--- src/rtl/vram_sprite_write_arbiter_pkg.sv ---
// Shared definitions for the sprite VRAM write arbiter.
//   VRAM_ADDR_W / VRAM_DATA_W : width of the pixel-pair address and data words
//   state_t                   : arbiter FSM state (IDLE between bursts, BURST inside one)
package vram_sprite_write_arbiter_pkg;

  localparam int VRAM_ADDR_W = 15;
  localparam int VRAM_DATA_W = 16;

  typedef enum logic {
    IDLE  = 1'b0,
    BURST = 1'b1
  } state_t;

endpackage

--- src/rtl/vram_write_fifo.sv ---
// Synchronous show-ahead FIFO holding queued CPU writes.
//   clk, reset   : clock and synchronous active-high flush
//   i_push       : write i_push_data (ignored while full)
//   i_pop        : drop the head entry (ignored while empty)
//   o_pop_data   : head entry, valid whenever o_empty is low
//   o_full       : all DEPTH entries occupied
//   o_empty      : no entries
module vram_write_fifo #(
  parameter int DEPTH = 4,
  parameter int WIDTH = 31
) (
  input  logic             clk,
  input  logic             reset,
  input  logic             i_push,
  input  logic [WIDTH-1:0] i_push_data,
  input  logic             i_pop,
  output logic [WIDTH-1:0] o_pop_data,
  output logic             o_full,
  output logic             o_empty
);

  localparam int AW = $clog2(DEPTH);
  localparam logic [AW-1:0] PTR_ONE  = AW'(1);
  localparam logic [AW:0]   CNT_ONE  = (AW+1)'(1);
  localparam logic [AW:0]   CNT_FULL = (AW+1)'(DEPTH);

  logic [WIDTH-1:0] r_mem [DEPTH];
  logic [AW-1:0]    r_wr_ptr;
  logic [AW-1:0]    r_rd_ptr;
  logic [AW:0]      r_count;

  logic w_do_push;
  logic w_do_pop;

  assign o_full     = (r_count == CNT_FULL);
  assign o_empty    = (r_count == '0);
  assign w_do_push  = i_push && !o_full;
  assign w_do_pop   = i_pop && !o_empty;
  // Show-ahead: the head word is visible without a read request.
  assign o_pop_data = r_mem[r_rd_ptr];

  always_ff @(posedge clk) begin
    if (w_do_push) begin
      r_mem[r_wr_ptr] <= i_push_data;
    end
  end

  // DEPTH is a power of two, so the pointers wrap by plain overflow.
  always_ff @(posedge clk) begin
    if (reset) begin
      r_wr_ptr <= '0;
      r_rd_ptr <= '0;
      r_count  <= '0;
    end else begin
      if (w_do_push) r_wr_ptr <= r_wr_ptr + PTR_ONE;
      if (w_do_pop)  r_rd_ptr <= r_rd_ptr + PTR_ONE;
      case ({w_do_push, w_do_pop})
        2'b10:   r_count <= r_count + CNT_ONE;
        2'b01:   r_count <= r_count - CNT_ONE;
        default: r_count <= r_count;
      endcase
    end
  end

endmodule

--- src/rtl/vram_sprite_write_arbiter.sv ---
// Arbitrates CPU pixel writes (buffered in a small FIFO) against DMA sprite
// bursts onto a single registered VRAM write port.
//   clk, reset                          : clock and synchronous active-high reset
//   cpu_valid/cpu_ready, cpu_addr/data  : CPU write handshake and payload
//   dma_valid/dma_ready, dma_addr/data,
//   dma_last                            : DMA beat handshake, payload, final-beat flag
//   vram_write_addr/data/enable         : registered VRAM write port (1-cycle enable)
//   busy                                : burst open or CPU writes still queued
module vram_sprite_write_arbiter
  import vram_sprite_write_arbiter_pkg::*;
#(
  parameter int FIFO_DEPTH = 4,
  parameter int MAX_BURST  = 32
) (
  input  logic                   clk,
  input  logic                   reset,
  input  logic                   cpu_valid,
  output logic                   cpu_ready,
  input  logic [VRAM_ADDR_W-1:0] cpu_addr,
  input  logic [VRAM_DATA_W-1:0] cpu_data,
  input  logic                   dma_valid,
  output logic                   dma_ready,
  input  logic [VRAM_ADDR_W-1:0] dma_addr,
  input  logic [VRAM_DATA_W-1:0] dma_data,
  input  logic                   dma_last,
  output logic [VRAM_ADDR_W-1:0] vram_write_addr,
  output logic [VRAM_DATA_W-1:0] vram_write_data,
  output logic                   vram_write_enable,
  output logic                   busy
);

  localparam int          ENTRY_W = VRAM_ADDR_W + VRAM_DATA_W;
  localparam logic [7:0]  MAX_CNT = 8'(MAX_BURST);

  state_t                 r_state;
  logic [7:0]             r_beat_count;
  logic                   r_rr_cpu;     // 1: CPU wins the next IDLE contention
  logic                   r_run;        // low during reset and its first edge
  logic [VRAM_ADDR_W-1:0] r_wr_addr;
  logic [VRAM_DATA_W-1:0] r_wr_data;
  logic                   r_wr_en;

  logic               w_fifo_full;
  logic               w_fifo_empty;
  logic [ENTRY_W-1:0] w_fifo_head;
  logic               w_cpu_push;
  logic               w_pop;
  logic               w_dma_ready;
  logic               w_dma_fire;

  // r_run keeps both readies low while reset is held, from registered state only.
  assign cpu_ready  = r_run && !w_fifo_full;
  assign w_cpu_push = cpu_valid && cpu_ready;
  assign dma_ready  = w_dma_ready;
  assign w_dma_fire = dma_valid && w_dma_ready;
  assign busy       = (r_state == BURST) || !w_fifo_empty;

  assign vram_write_addr   = r_wr_addr;
  assign vram_write_data   = r_wr_data;
  assign vram_write_enable = r_wr_en;

  vram_write_fifo #(
    .DEPTH (FIFO_DEPTH),
    .WIDTH (ENTRY_W)
  ) u_cpu_fifo (
    .clk         (clk),
    .reset       (reset),
    .i_push      (w_cpu_push),
    .i_push_data ({cpu_addr, cpu_data}),
    .i_pop       (w_pop),
    .o_pop_data  (w_fifo_head),
    .o_full      (w_fifo_full),
    .o_empty     (w_fifo_empty)
  );

  // Grant decision: at most one of w_pop / w_dma_ready per cycle.
  always_comb begin
    w_pop       = 1'b0;
    w_dma_ready = 1'b0;
    if (r_run) begin
      case (r_state)
        IDLE: begin
          if (!w_fifo_empty && (!dma_valid || r_rr_cpu)) w_pop = 1'b1;
          else if (dma_valid)                            w_dma_ready = 1'b1;
        end
        BURST: begin
          // Forced CPU slot once the burst has run MAX_BURST beats.
          if (r_beat_count == MAX_CNT && !w_fifo_empty) w_pop = 1'b1;
          else                                          w_dma_ready = 1'b1;
        end
        default: ;
      endcase
    end
  end

  always_ff @(posedge clk) begin
    if (reset) begin
      r_state      <= IDLE;
      r_beat_count <= '0;
      r_rr_cpu     <= 1'b1;
      r_run        <= 1'b0;
      r_wr_addr    <= '0;
      r_wr_data    <= '0;
      r_wr_en      <= 1'b0;
    end else begin
      r_run   <= 1'b1;
      r_wr_en <= w_pop || w_dma_fire;
      if (w_pop) begin
        {r_wr_addr, r_wr_data} <= w_fifo_head;
        r_rr_cpu               <= 1'b0;
      end else if (w_dma_fire) begin
        r_wr_addr <= dma_addr;
        r_wr_data <= dma_data;
        r_rr_cpu  <= 1'b1;
      end

      case (r_state)
        IDLE: begin
          if (w_dma_fire && !dma_last) begin
            r_state      <= BURST;
            r_beat_count <= 8'd1;
          end
        end
        BURST: begin
          if (w_pop) begin
            r_beat_count <= '0;
          end else if (w_dma_fire) begin
            if (dma_last) begin
              r_state      <= IDLE;
              r_beat_count <= '0;
            end else if (r_beat_count != MAX_CNT) begin
              r_beat_count <= r_beat_count + 8'd1;
            end
          end
        end
        default: r_state <= IDLE;
      endcase
    end
  end

endmodule

--- config.mk ---
export PLATFORM = sky130hd
export DESIGN_NAME = vram_sprite_write_arbiter
export DESIGN_NICKNAME = d
export VERILOG_FILES = /design/src/rtl/vram_sprite_write_arbiter_pkg.sv /design/src/rtl/vram_write_fifo.sv /design/src/rtl/vram_sprite_write_arbiter.sv
export SDC_FILE = /design/constraint.sdc
export NUM_CORES = 1
export LEC_CHECK = 0
export CORE_MARGIN = 2
export CORE_UTILIZATION = 54
export CTS_CLUSTER_SIZE = 14
export DETAILED_ROUTE_END_ITERATION = 10
export PLACE_DENSITY = 0.8
export SLEW_MARGIN = 0
export SYNTH_ARGS = -nofsm -noshare
export SYNTH_HDL_FRONTEND = slang
export SYNTH_HIERARCHICAL = 1
export SYNTH_SLANG_ARGS = --single-unit
export TNS_END_PERCENT = 30
--- constraint.sdc ---
create_clock -name clk -period 3.4 [get_ports clk]
set_input_delay 0.51 -clock clk [delete_from_list [all_inputs] [get_ports clk]]
set_output_delay 0.51 -clock clk [all_outputs]
set_load 0.02 [all_outputs]
==> results.yml <==
status:
  status: "completed"
sta:
  period_minus_slack_ns: 3.000
  setup_viol: 0
  clock_skew_ns: 0.009788
  fin_crit_sh_pct: 88.23
  finalHoldViolations: 0
  max_slew_margin_pct: 32.95
  tightest_slew_ns: 1.006
  setup_slack_ns: 0.4002
  hold-worst-slack_ns: 0.5066
  fmax_mhz: 333.4
  rsz0062_at_grt: "no"
  drv_slew: 0
  tns_ns: 0
finish:
  nets: 666
  drive_gt1_share_pct: 14.90
  final_util_pct: 68.52
  final_cells: 780
  area_delta_synth_final_pct: 24.48
  diodes: 0
  fin_area_um2: 9002
power:
  switching_share_pct: 23.22
  peakVddDrop_v: 0.0003447
  cellPowerDensity_nw_per_um2: 527.3
  p_sw_mw: 1.102
  power.total_mw: 4.747
  clockPowerShare_pct: 37.2
  internal-power_mw: 3.645
  seqPwrFrac_pct: 51.1
  p_comb_share_pct: 11.7
  p_leak_nw: 2.893
critical_path:
  reg2reg_slack_ns: 0.48
  cp-end-kind: "primary output"
  reg2reg_from: "r_beat_count[0]"
  path_max_fanout: 8
  ff2ff_path_depth: 14
  arrival_ns: 2.49
  reg2reg_to: "u_cpu_fifo/r_count[2]"
  critPathRequiredTime_ns: 2.89
  start_kind: "flop"
  criticalPathCategory: "reg2out"
clock_tree:
  htree_num_levels: 4
  clk_latency_ns: 0.43
  clockBufferDepth: 2
  cts_resized: 0
  post-cts-setup-buffer-count: 0
  ctsHoldBuffers: 0
  clk_pin_slew_ns: 0.06
  numClockSinks: 176
  clockRootBuffer: "clkbuf_16"
  cts_tree: "built"
  cts_buffers: 17
synthesis:
  ys_async_sr_fraction_pct: 0
  synth-edff-count: 124
  syn_area_um2: 7232
  yosysSeqAreaShare_pct: 65.88
  post-synth-top-area-fraction_pct: 51.49
  yosys_warnings: 6
  ys_ff_latch: 176
  syn-num-nets: 572
  syn_avg_cell_area_um2: 14.55
  ys.flop_type: "edfxtp_1"
  synth_area_leaders: "edfxtp_1 (51%), dfxtp_1 (14%), mux4_2 (9.7%), a311oi_1 (3.8%), nor3_1 (2.7%)"
  yosys.area.top_type: "edfxtp_1"
  synth_cell_types: 53
  synth_cells: 497
place:
  place_congestion: 0.8502
  place_inst: 748
  placed_area_um2: 8472
  port-buffer-count: 101
  dp_slack_ns: 0.2137
  dp_hpwl_um: 10240
floorplanning:
  dieArea_um2: 14330
  ioPinCount: 102
  start_util_pct: 55.05
  floorplan.core_area_um2: 13140
  rows: 42
  dieHeight_um: 119.7
  die_w_um: 119.7
global_route:
  grt_pass1_wl_um: 25760
  grt_max_degree: 51
  first_global_vias: 4883
  grt.total_usage_pct: 24.00
  antenna_found_initial: 0
  overflow: 0
route:
  antenna_left: 0
  vias_per_cell: 6.062
  wire_per_inst_um: 21.07
  vias: 4728
  wl_um: 16440
  post-route-drc-count: 0
  dr.pass1.iters: 5
  drtIter0Drc: 340
run:
  timing.max_cap.violations: 0
hold_path:
  hold_path_class: "reg2reg"
  holdPathStages: 2
  whs_endpoint: "vram_write_data[5]"
  min_from: "vram_write_data[5]"
## layout make-up
class                      instances  area [um^2]
tap                              176        220.2
clock inverter                    11        90.09
timing repair buffer             115         1174
inverter                          15        56.30
clock buffer                      21        440.4
fill                             904         4135
sequential                       176         4766
multi-input combinational        266         2256
## power groups by stage
stage / clock network, mW / logic, mW / registers [mW]
after detailed placement: 0 / 0.551 / 2.47
after global routing: 1.87 / 0.594 / 2.43
after global placement: 0 / 0.537 / 2.47
after CTS: 1.79 / 0.555 / 2.43
final: 1.77 / 0.554 / 2.43
after floorplan: 0 / 0.230 / 2.51
## cells by family (layout without fill, tap and decap cells)
family / after synthesis / count (layout) / synth area share [%]
AOI/OAI and AO/OA: 94 / 94 / 9.239
xor gates and xnor gates: 3 / 3 / 0.3634
adders and majority gates: 8 / 8 / 1.488
buffers and inverters: 55 / 162 / 3.322
DFF: 176 / 176 / 65.88
muxes: 33 / 33 / 9.931
and+or+nand+nor: 128 / 128 / 9.775
## synth_stat cells (all sizes together), types with 2 or more instances
cell type	n
edfxtp	124
clkbuf	25
mux4	31
nor3	41
a211o	6
nor2b	3
inv	15
ha	7
buf	15
xor2	3
nand2b	5
a311oi	31
nor4	2
nand3	35
and2	5
nor3b	2
or3b	2
o311a	2
nand2	10
a21oi	7
dfxtp	52
nor2	9
or3	6
o21ai	37
mux2i	2
## metal layers
metal  wire length, um  share of wire [%]  track usage [%]
met5                 0                  0                0
met4               463                2.8            11.25
met3               896                5.5            5.466
met2              8350                 51            40.11
met1              6725                 41            29.84
## critical path, cell delays in order (launching register included)
cell and delay, ns:
dfxtp_1 0.33, inv_1 0.09, ha_1 0.19, nand4bb_1 0.34
nor3_1 0.28, a21oi_1 0.06, o221a_2 0.24, clkdlybuf4s50_1 0.53
## cell usage in the layout, fill, tap and decap left out, types with 2 or more instances in the layout
| cell type | Yosys | routed |
|---|---|---|
| nor2_1 | 9 | 9 |
| o21ai_0 | 36 | 36 |
| or3_1 | 6 | 6 |
| clkinvlp_4 | 0 | 4 |
| clkinv_1 | 0 | 3 |
| a211o_1 | 6 | 6 |
| a311oi_1 | 31 | 31 |
| and2_2 | 0 | 4 |
| nor2b_1 | 3 | 2 |
| clkbuf_1 | 24 | 4 |
| buf_12 | 0 | 5 |
| ha_1 | 7 | 7 |
| mux4_2 | 31 | 31 |
| xor2_1 | 3 | 3 |
| buf_4 | 0 | 9 |
| clkbuf_16 | 0 | 17 |
| inv_1 | 15 | 15 |
| nand2_1 | 10 | 10 |
| clkdlybuf4s50_1 | 0 | 100 |
| edfxtp_1 | 124 | 124 |
| nor4_1 | 2 | 2 |
| nor3_1 | 39 | 39 |
| clkinv_2 | 0 | 2 |
| a21oi_1 | 7 | 6 |
| dfxtp_1 | 52 | 51 |
| nand2b_1 | 5 | 5 |
| mux2i_1 | 2 | 2 |
| nand3_1 | 35 | 35 |
## flip-flops by register name (all words and copies together), names as in the netlist, named ones only
name,cells
u_cpu_fifo/r_mem,124
vram_write_data,16
vram_write_addr,15
r_beat_count,8
u_cpu_fifo/r_count,3
u_cpu_fifo/r_rd_ptr,2
u_cpu_fifo/r_wr_ptr,2
r_rr_cpu,1
r_run,1
r_state,1
vram_write_enable,1
## how the worst max path moves through the flow
stage | end | slack [ns] | start
floorplan | u_cpu_fifo/r_count[2] | 0.42 | r_beat_count[0]
global placement | u_cpu_fifo/r_count[2] | 0.35 | dma_valid
detailed placement | u_cpu_fifo/r_count[2] | 0.21 | dma_valid
CTS | dma_ready | 0.40 | r_beat_count[0]
global route | dma_ready | 0.20 | r_beat_count[0]
finish | dma_ready | 0.40 | r_beat_count[0]
Power figures use the tool's default switching activity.
